`src/rtl/crc32_frame_ctrl.sv`:
```
// Frame sequencer for a byte-parallel CRC-32 engine: forwards payload, then appends the 4 engine CRC bytes.
// Registered outputs; payload 1 cycle after accept, CRC tail 3 cycles after last byte; no downstream backpressure.
module crc32_frame_ctrl #(
  parameter int MAX_LEN = 1514,
  parameter int CNT_W   = 16
) (
  input  logic             i_clk,
  input  logic             i_rst,
  input  logic             i_s_valid,
  input  logic [7:0]       i_s_data,
  input  logic             i_s_last,
  output logic             o_s_ready,
  output logic             o_crc_load,
  output logic [7:0]       o_crc_data,
  output logic             o_crc_finish,
  input  logic [7:0]       i_crc_result,
  output logic             o_m_valid,
  output logic [7:0]       o_m_data,
  output logic             o_m_last,
  output logic             o_m_abort,
  output logic             o_err_gap,
  output logic             o_err_len,
  output logic             o_busy,
  output logic [CNT_W-1:0] o_frame_cnt
);

  typedef enum logic [3:0] {
    S_IDLE, S_LOAD, S_DATA, S_FIN, S_CRCF, S_CRCW, S_TAIL, S_ERR, S_ABORT
  } state_t;

  state_t            r_state, w_state;
  logic [15:0]       r_len, w_len;
  logic [1:0]        r_tail, w_tail;
  logic              w_acc, w_err_gap, w_err_len, w_tail_end;

  logic              r_s_ready, r_crc_load, r_crc_finish, r_m_valid, r_m_last;
  logic              r_m_abort, r_err_gap, r_err_len, r_busy;
  logic [7:0]        r_crc_data, r_m_data;
  logic [CNT_W-1:0]  r_frame_cnt;

  always_comb begin
    w_state   = r_state;
    w_len     = r_len;
    w_tail    = r_tail;
    w_acc     = 1'b0;
    w_err_gap = 1'b0;
    w_err_len = 1'b0;
    unique case (r_state)
      S_IDLE: if (i_s_valid) w_state = S_LOAD;
      S_LOAD, S_DATA: begin
        // The engine folds every cycle, so a missing byte mid-frame is unrecoverable.
        if (i_s_valid) begin
          w_acc = 1'b1;
          w_len = (r_state == S_LOAD) ? 16'd1 : r_len + 16'd1;
          if (i_s_last) begin
            w_state = S_FIN;
          end else if (w_len == 16'(MAX_LEN)) begin
            w_state   = S_ERR;
            w_err_len = 1'b1;
          end else begin
            w_state = S_DATA;
          end
        end else begin
          w_state   = S_ERR;
          w_err_gap = 1'b1;
        end
      end
      S_FIN:  w_state = S_CRCF;
      S_CRCF: w_state = S_CRCW;
      S_CRCW: begin
        w_state = S_TAIL;
        w_tail  = 2'd0;
      end
      S_TAIL: begin
        if (r_tail == 2'd3) w_state = S_IDLE;
        else                w_tail  = r_tail + 2'd1;
      end
      S_ERR:   w_state = S_ABORT;
      S_ABORT: w_state = S_IDLE;
      default: w_state = S_IDLE;
    endcase
    w_tail_end = (w_state == S_TAIL) && (w_tail == 2'd3);
  end

  // Outputs are registered from the next state so each output lines up with the state it belongs to.
  always_ff @(posedge i_clk or negedge i_rst) begin
    if (!i_rst) begin
      r_state      <= S_IDLE;
      r_len        <= '0;
      r_tail       <= '0;
      r_s_ready    <= 1'b0;
      r_crc_load   <= 1'b0;
      r_crc_finish <= 1'b0;
      r_crc_data   <= '0;
      r_m_valid    <= 1'b0;
      r_m_data     <= '0;
      r_m_last     <= 1'b0;
      r_m_abort    <= 1'b0;
      r_err_gap    <= 1'b0;
      r_err_len    <= 1'b0;
      r_busy       <= 1'b0;
      r_frame_cnt  <= '0;
    end else begin
      r_state      <= w_state;
      r_len        <= w_len;
      r_tail       <= w_tail;
      r_s_ready    <= (w_state == S_LOAD) || (w_state == S_DATA);
      r_crc_load   <= (w_state == S_LOAD);
      r_crc_finish <= (w_state == S_CRCF);
      r_crc_data   <= w_acc ? i_s_data : 8'h00;
      r_m_valid    <= w_acc || (w_state == S_TAIL);
      r_m_data     <= w_acc ? i_s_data : ((w_state == S_TAIL) ? i_crc_result : 8'h00);
      r_m_last     <= w_tail_end;
      r_m_abort    <= (w_state == S_ABORT);
      r_err_gap    <= w_err_gap;
      r_err_len    <= w_err_len;
      r_busy       <= (w_state != S_IDLE);
      if (w_tail_end) r_frame_cnt <= r_frame_cnt + {{(CNT_W-1){1'b0}}, 1'b1};
    end
  end

  assign o_s_ready    = r_s_ready;
  assign o_crc_load   = r_crc_load;
  assign o_crc_data   = r_crc_data;
  assign o_crc_finish = r_crc_finish;
  assign o_m_valid    = r_m_valid;
  assign o_m_data     = r_m_data;
  assign o_m_last     = r_m_last;
  assign o_m_abort    = r_m_abort;
  assign o_err_gap    = r_err_gap;
  assign o_err_len    = r_err_len;
  assign o_busy       = r_busy;
  assign o_frame_cnt  = r_frame_cnt;

endmodule

```
`config.mk`:
```
export PLATFORM = sky130hd
export DESIGN_NAME = crc32_frame_ctrl
export DESIGN_NICKNAME = d
export VERILOG_FILES = /design/src/rtl/crc32_frame_ctrl.sv
export SDC_FILE = /design/constraint.sdc
export NUM_CORES = 1
export LEC_CHECK = 0
export ABC_AREA = 1
export CELL_PAD_IN_SITES_DETAIL_PLACEMENT = 0
export CELL_PAD_IN_SITES_GLOBAL_PLACEMENT = 2
export CORE_MARGIN = 2
export CORE_UTILIZATION = 27
export DETAILED_ROUTE_END_ITERATION = 16
export GPL_TIMING_DRIVEN = 0
export HOLD_SLACK_MARGIN = 0.06
export PLACE_DENSITY_LB_ADDON = 0.1
export SETUP_SLACK_MARGIN = 0.15
export SYNTH_ARGS = -nofsm -noshare
export SYNTH_HDL_FRONTEND = slang
export SYNTH_SLANG_ARGS = --single-unit
```
`constraint.sdc`:
```
create_clock -name i_clk -period 1.7 [get_ports i_clk]
set_input_delay 0.255 -clock i_clk [delete_from_list [all_inputs] [get_ports i_clk]]
set_output_delay 0.255 -clock i_clk [all_outputs]
set_load 0.02 [all_outputs]
```
## Yosys cells after proc, flatten, opt, wreduce, memory -nomap -nowiden

Index checks and enable logic that the tools add are counted.

- Input bits: 20
- Logic and storage cells: 60
- Output and inout bits: 41
- Register bits after elaboration: 63

- Mux-type cells: 20
- Eq/ne operators: 15
- $add $sub $neg: 3
- Reduce and logical (&&, ||, !) cells: 7

Operators by type and width:

| kind | number |
|---|---|
| adder 16 x 1 -> 16 bit, second input constant | 2 |
| case mux 4 bit (7 select lines) | 1 |
| equality test 4 x 3 -> 1 bit, second input constant | 6 |
| 2-to-1 mux 8 bit | 3 |
| equality test 16 x 11 -> 1 bit, second input constant | 1 |
| 2-to-1 mux 16 bit | 1 |
| equality test 4 x 2 -> 1 bit, second input constant | 3 |
| 2-to-1 mux 4 bit | 3 |
| equality test 4 x 1 -> 1 bit, second input constant | 2 |
| 2-to-1 mux 1 bit | 8 |
| 2-to-1 mux 3 bit | 2 |
| equality test 2 bit, second input constant | 2 |
| equality test 4 bit, second input constant | 1 |
| zero test 4 bit | 1 |
| case mux 2 bit (2 select lines) | 1 |
| nonzero test 4 bit | 1 |
| adder 2 x 1 -> 2 bit, second input constant | 1 |
| logical OR 1 bit | 2 |
| 2-to-1 mux 2 bit | 1 |
| AND reduction 2 bit | 1 |
| OR reduction 2 bit | 1 |
| logical AND 1 bit | 1 |

## Depth between registers and ports, before layout

Gate-level depths: netlist (run 1).

- Depth in word-level cells: 10
- Mapped depth: 15
- Mapped depth without buffers: 15

## Worst setup path after synthesis (run 1)

OpenSTA, ideal clock, no wires.

- Kind: register -> register
- From: register r_frame_cnt[0] (netlist: o_frame_cnt[0])
- To: register r_frame_cnt[14] (netlist: o_frame_cnt[14])
- Arrival time: 1.613 ns
- Required time: 1.620 ns
- Library setup time: 0.080 ns
- Buffers on the path: 0
- Cell stages (with the launch flop): 11
- Period minus slack after synthesis: 1.692 ns
- Path slack: 0.008 ns
- Cell sequence: dfrtp_1 ha_1 nand2_1 nor2_1 nand3_1 inv_1 nand3_1 nor2_1 nand3_1 nor3_2 xor2_1

- Cells in the longest elaborated chain, start to end: 1

RTL lines:

| item | line | source |
|---|---|---|
| start, declared | 39 | `logic [CNT_W-1:0] r_frame_cnt;` |
| start signal, assigned | 118 | `if (w_tail_end) r_frame_cnt <= r_frame_cnt + {{(CNT_W-1){1'b0}}, 1'b1};` |
| adder 16 x 1 -> 16 bit | 118 |  |

No other way between the ends.
A chain may end at the register's enable or synchronous reset.

## Worst setup path in the final report (run 1)

- From: register r_len[0]
- To: register r_busy (netlist: o_busy)

- Cells in the longest elaborated chain, start to end: 8

RTL lines:

| item | line | source |
|---|---|---|
| start, declared | 32 | `logic [15:0] r_len, w_len;` |
| start signal, assigned | 105 | `r_len <= w_len;` |
| adder 16 x 1 -> 16 bit | 54 | `w_len = (r_state == S_LOAD) ? 16'd1 : r_len + 16'd1;` |
| 2-to-1 mux 16 bit | 54 |  |
| equality test 16 x 11 -> 1 bit | 57 | `end else if (w_len == 16'(MAX_LEN)) begin` |
| 2-to-1 mux 3 bit | 57 |  |
| 2-to-1 mux 3 bit | 55 | `if (i_s_last) begin` |
| 2-to-1 mux 4 bit | 52 | `if (i_s_valid) begin` |
| case mux 4 bit (7 select lines) | 48 | `unique case (r_state)` |
| nonzero test 4 bit | 117 | `r_busy <= (w_state != S_IDLE);` |
| end signal, assigned | 117 |  |
| end, declared | 37 | `logic r_m_abort, r_err_gap, r_err_len, r_busy;` |

No other way between the ends.

==> results.toml, run 1 <==
[drt]
drc_errors = 0
ant_nets = 0
drt_iter0_markers = 117
firstDrtPassIters = 4
wire_per_inst_um = 14.00
vias = 2723
wirelength_um = 8626
via_per_inst = 4.420

[worst_hold_path]
hold_class = "in2async"

[timing]
period_share_pct = 108.3
hold_viol_final = 0
finalClockSkew_ns = 0.004640
whs_ns = 0.02339
postLayoutSetupSlackWorst_ns = -0.1416
slew_violations = 0
worstMarginPinSlew_ns = 0.8434
layout_min_cycle_time_ns = 1.842
max_freq_ghz = 0.5430
tns_ns = -2.062
relSlewSlack_pct = 43.78
final-setup-viol-count = 31
rsz0062_at_grt = "yes"

[cells_and_area]
fillers = 1091
nets = 493
drive_gt1_share_pct = 35.92
finalCoreUtilization_pct = 45.77
antenna_cells = 0
syn_to_final_growth_pct = 64.14
stdcell_area_um2 = 5005

[placed_design]
hpwl_um = 5597
gp_congestion = 0.7798
io_buffers = 60
placed_area_um2 = 3869

[synth]
postSynthAreaPerCell_um2 = 8.423
synth_area_leader_cell = "dfrtp_1"
ys_warn_count = 0
synth_top_cell_area_share_pct = 51.70
syn_inst = 362
yosysUniqueCellTypes = 31
netlist_area_um2 = 3049
ys_seq_area_share_pct = 51.70
synth_nets = 384
synth.top_cells.by_area = "dfrtp_1 52%, nand2_1 11%, nor2_1 5.3%"
ys_seq_elements = 63

[global_routing]
grt_pass1_vias = 2551
grt_max_degree = 64
grt-ovfl-total = 0
grt_usage_pct = 14.86
grt_pass1_wl_um = 13280
antenna_found_initial = 0

[floorplan]
initial_utilization_pct = 27.88
die_area_um2 = 12160
num_io_pins = 61
num_rows = 38
fp.dieW_um = 110.3
core_area_um2 = 10940
die_h_um = 110.3

[power]
combPwrFrac_pct = 46.7
internal_power_mw = 4.490
ir_worst_vdd_uv = 583.0
power.share.clock_pct = 23.2
sw_frac_of_total_pct = 38.92
sequentialPowerShare_pct = 30.1
p_per_area_nw_per_um2 = 1469
switchingPower_mw = 2.861
leakage_nw = 2.592

[setup_path]
slowest_stage = "dfrtp_1"
critPathLaunchType = "register"
required_ns = 1.91
worst_ep_arrival_time_ns = 2.05
cpPeakStageDelay_ns = 0.40
end_kind = "register"
cp_cell_sequence = "ha_4 > nand3_4 > nor2_4 > buf_12 > nand3b_1 > nand2_1 > nand3_2 > nand2_1 > nor2_1 > nand3_1 > nand2_1 > nand2_1 > nand2_1 > nand2_1 > nand3b_1"
path_common_cell = "nand2_1"
critical_path.max_fanout = 6
path_class = "reg2reg"

[clocking]
htreeDepth = 3
clk_latency_ns = 0.33
cts-root-buf = "clkbuf_16"
clock-sinks = 63
clk_path_buf_depth = 2
tritoncts = "built"
cts.reportedPaths.clkPinSlew_ns = 0.05
hold_buffers = 0
cts_made_buffers = 9

[run_status]
violations = "negative setup slack"
status = "finished, violations left"

[run]
cap_viol_max_count = 0
==> metal layers <==
metal / track usage [%] / vias to the layer above / wire length [um]
met5: 0 / - / 0
met4: 4.821 / 0 / 82
met3: 6.055 / 6 / 555
met2: 22.39 / 59 / 4119
met1: 19.40 / 1287 / 3869
li1: - / 1371 / -
==> per-stage QoR <==
stage | setup WS, ns | power [mW] | cells
after floorplan | 0.04153 | 3.697 | 362
after global placement | -2.229 | 4.620 | 562
after detailed placement | -0.3278 | 4.609 | 562
after CTS | -0.2051 | 6.546 | 590
after global routing | -0.3447 | 7.878 | 616
final | -0.1416 | 7.351 | 616
==> worst max-delay path: cells and delay by family (launching register included) <==
family | cells | cell delay (ns)
flip-flops | 1 | 0.40
buffers and inverters | 1 | 0.13
adder cells (fa/ha/maj) | 1 | 0.18
AND/OR/NAND/NOR | 13 | 1.00
==> path summary, 6_finish.rpt <==
kind	from	end	slack (ns)	cells after the start
min in group i_clk	i_crc_result[7]	o_m_data[7]$_DFF_PN0_	0.47	3
min reg2reg	o_frame_cnt[15]$_DFFE_PN0P_	o_frame_cnt[15]$_DFFE_PN0P_	0.48	1
min	i_rst	o_s_ready$_DFF_PN0_	0.02	1
max reg2reg	r_len[0]$_DFFE_PN0P_	o_busy$_DFF_PN0_	-0.14	15
max in group asynchronous	i_rst	r_len[3]$_DFFE_PN0P_	1.06	1
max	r_len[0]$_DFFE_PN0P_	o_busy$_DFF_PN0_	-0.14	15
==> layout make-up <==
cell class                      count  area (um^2)  area share (%)
Timing Repair Buffer               98         1017           20.33
Inverter                           46        185.2           3.700
Multi-Input combinational cell    248         1684           33.65
Buffer                              5        77.57           1.550
Sequential cell                    63         1590           31.78
Clock buffer                       10        239.0           4.775
Tap cell                          140        175.2           3.500
Clock inverter                      6        36.28          0.7250
==> cell usage after synthesis (all sizes together) <==
| library cell | count |
|---|---|
| a21oi | 3 |
| buf | 3 |
| nor4 | 1 |
| nor2b | 1 |
| and2 | 1 |
| o21ai | 26 |
| nand3 | 35 |
| o21bai | 2 |
| o211ai | 1 |
| nand4 | 5 |
| xor2 | 8 |
| ha | 2 |
| nor3 | 6 |
| nor2 | 52 |
| clkbuf | 2 |
| nand2 | 95 |
| dfrtp | 63 |
| inv | 46 |
| xnor2 | 8 |
| nand3b | 2 |
==> power groups by stage <==
| stage | Sequential [mW] | Clock [mW] | Combinational (mW) |
|---|---|---|---|
| final | 2.22 | 1.70 | 3.43 |
| after global routing | 2.27 | 1.83 | 3.77 |
| after CTS | 2.18 | 1.76 | 2.60 |
| after detailed placement | 2.20 | 0 | 2.41 |
| after global placement | 2.20 | 0 | 2.42 |
| after floorplan | 2.39 | 0 | 1.30 |
==> state kept, by name (all words and copies together) (netlist names), 2 cells and up <==
| register | cells |
|---|---|
| o_crc_data | 8 |
| o_frame_cnt | 16 |
| o_m_data | 8 |
| r_len | 16 |
| r_state | 4 |
| r_tail | 2 |
==> kinds of logic after synthesis <==
kind of cell | Yosys count | share of synthesized area [%]
simple gates | 198 | 30.53
fa+ha+maj | 2 | 0.8205
compound gates | 32 | 5.868
buf+inv | 51 | 6.483
flops | 63 | 51.70
xor+xnor | 16 | 4.596
==> repair_timing <==
action                                  CTS  global route
buffers inserted                         12            23
endpoints found under the setup margin   72            69
pin swaps                                11            27
gates cloned                              0             3
gates resized for setup                  39           145
==> layout by cell type (no fill, tap or decap), drive strengths merged, types with 14 or more instances in the layout <==
| master | synthesis | layout |
|---|---|---|
| dfrtp | 63 | 63 |
| buf | 3 | 41 |
| nand3 | 35 | 35 |
| nor2 | 52 | 52 |
| dlygate4sd2 | 0 | 19 |
| inv | 46 | 45 |
| clkdlybuf4s50 | 0 | 26 |
| o21ai | 26 | 26 |
| dlymetal6s2s | 0 | 14 |
| nand2 | 95 | 95 |
Power figures use the tool's default switching activity.
==> run 2: changes to the inputs <==
--- a/config.mk
+++ b/config.mk
@@ -11,7 +11,6 @@
 export CORE_MARGIN = 2
 export CORE_UTILIZATION = 27
 export DETAILED_ROUTE_END_ITERATION = 16
-export GPL_TIMING_DRIVEN = 0
 export HOLD_SLACK_MARGIN = 0.06
 export PLACE_DENSITY_LB_ADDON = 0.1
 export SETUP_SLACK_MARGIN = 0.15
==> run 2 against run 1 <==
Net effect:
- the run still ends with negative setup slack left
- worst setup slack better by 0.0011 ns
- critical endpoint is now o_s_ready$_DFF_PN0_
- largest cell class unchanged
- count of clock-buffer cells in the layout unchanged
- critical path type unchanged
- highest routed layer unchanged
- critical path depth decreased by 1
- power is 4.1% higher
- clock skew increased by 0.0011 ns
- cell count increased by 5.0%
==> results.toml, run 2 (synthesized netlist as in run 1, its figures left out) <==
[timing]
hold_viol_final = 0
postLayoutSetupSlackWorst_ns = -0.1405
max_freq_ghz = 0.5433
tns_ns = -0.9272
relSlewSlack_pct = 73.48
rsz0062_at_grt = "yes"
period_share_pct = 108.3
layout_min_cycle_time_ns = 1.841
finalClockSkew_ns = 0.005776
final-setup-viol-count = 21
whs_ns = 0.4442
worstMarginPinSlew_ns = 0.3942
slew_violations = 0

[clocking]
cts.reportedPaths.clkPinSlew_ns = 0.06
clk_latency_ns = 0.33
cts_made_buffers = 9
tritoncts = "built"
htreeDepth = 3
clk_path_buf_depth = 2
clock-sinks = 63
cts-root-buf = "clkbuf_16"

[setup_path]
path_class = "reg2reg"
r2r-start = "r_len[1]$_DFFE_PN0P_"
r2r_cells = 14
critical_path.max_fanout = 4
worst_ep_arrival_time_ns = 2.05
rrSetupSlack_ns = -0.14
required_ns = 1.91
end_kind = "register"
r2r-end = "o_s_ready$_DFF_PN0_"
critPathLaunchType = "register"

[placed_design]
hpwl_um = 5815
io_buffers = 60
dp_slack_ns = -0.2182
gp_congestion = 0.8006
placed_area_um2 = 4227
dp.cells = 603

[cells_and_area]
syn_to_final_growth_pct = 70.29
drive_gt1_share_pct = 39.64
multiInputGateArea_um2 = 1634
regArea_um2 = 1587
final_cell_mix = "72 x nand2_1, 59 x buf_4, 55 x dfrtp_1, 34 x inv_1, 29 x clkdlybuf4s50_1"
stdcell_area_um2 = 5192
finalCoreUtilization_pct = 47.48
nets = 524
fillers = 1078
fin_cells = 647
antenna_cells = 0
layout_commonest_cell = "nand2_1"

[floorplan]
num_io_pins = 61
fp.dieW_um = 110.3
die_area_um2 = 12160
num_rows = 38
initial_utilization_pct = 27.88
core_area_um2 = 10940
die_h_um = 110.3

[power]
power.share.clock_pct = 23.6
internal_power_mw = 4.783
finalPower_mw = 7.656
leakage_nw = 2.750
combPwrFrac_pct = 47.8
sequentialPowerShare_pct = 28.6
sw_frac_of_total_pct = 37.53
ir_worst_vdd_uv = 548.9
p_per_area_nw_per_um2 = 1474
switchingPower_mw = 2.873

[worst_hold_path]
hold_class = "in2async"

[global_routing]
grtUsageMet1_pct = 20.05
busiest_layer = "met2"
use_met3_pct = 4.644
grt_pass1_vias = 2841
grt_usage_pct = 15.39
use_met2_pct = 23.75
grt_pass1_wl_um = 14060
grt-ovfl-total = 0
antenna_found_initial = 0
grt_max_degree = 64

[drt]
via_per_inst = 4.417
drt_iter0_markers = 110
firstDrtPassIters = 4
ant_nets = 0
vias = 2858
wire_per_inst_um = 13.59
drc_errors = 0
wirelength_um = 8792

[run_status]
violations = "negative setup slack"
status = "finished, violations left"

[run]
cap_viol_max_count = 0
run 2: how the worst max path moves through the flow:
stage / from / to / slack [ns] / cells after the start
after floorplan: r_len[0]$_DFFE_PN0P_ / o_s_ready$_DFF_PN0_ / 0.04 / 12
after global placement: r_len[1]$_DFFE_PN0P_ / o_s_ready$_DFF_PN0_ / -0.19 / 12
after detailed placement: r_len[0]$_DFFE_PN0P_ / o_s_ready$_DFF_PN0_ / -0.22 / 12
after CTS: r_len[0]$_DFFE_PN0P_ / o_busy$_DFF_PN0_ / -0.14 / 15
after global routing: r_len[0]$_DFFE_PN0P_ / o_s_ready$_DFF_PN0_ / -0.29 / 14
final: r_len[1]$_DFFE_PN0P_ / o_s_ready$_DFF_PN0_ / -0.14 / 14
run 2: routing by layer:
metal / up-vias / part of all wire (%)
li1: 1425 / -
met1: 1355 / 45
met2: 66 / 48
met3: 12 / 5.3
met4: 0 / 1.7
met5: - / 0
run 2: critical path: stages, from the launching register on:
cell and delay (ns):
dfrtp_2 0.42, ha_4 0.18, nand2_1 0.08, nor2_2 0.14, inv_2 0.06, nand2_1 0.09, nand3_2 0.07, inv_2 0.05
nand3_2 0.07, nor2_4 0.14, nand2_2 0.07, nor2_2 0.11, nand3_2 0.09, nand3_2 0.09, o21bai_1 0.07
run 2: cell type report:
class | count | area share, %
well taps | 140 | 3.373
repair buffers | 134 | 25.45
flip-flops and latches | 63 | 30.55
clock buffers | 10 | 4.410
clock inverters | 6 | 1.181
inverters | 46 | 3.566
multi-input cells | 248 | 31.47
run 2: power by group through the flow:
stage / combinational (mW) / clock (mW) / sequential (mW)
after floorplan: 1.30 / 0 / 2.39
after global placement: 2.97 / 0 / 2.16
after detailed placement: 2.96 / 0 / 2.17
after CTS: 3.25 / 1.87 / 2.19
after global routing: 4.01 / 1.93 / 2.24
final: 3.66 / 1.81 / 2.19
run 2: what timing repair did:
| item | in CTS | in global routing |
|---|---|---|
| setup endpoints to repair | 63 | 67 |
| resized for setup | 71 | 80 |
| setup buffers | 13 | 11 |
| pin swaps | 20 | 22 |
| hold endpoints to repair | 63 | 0 |
| hold buffers | 1 | 0 |
| cloned | 1 | 2 |
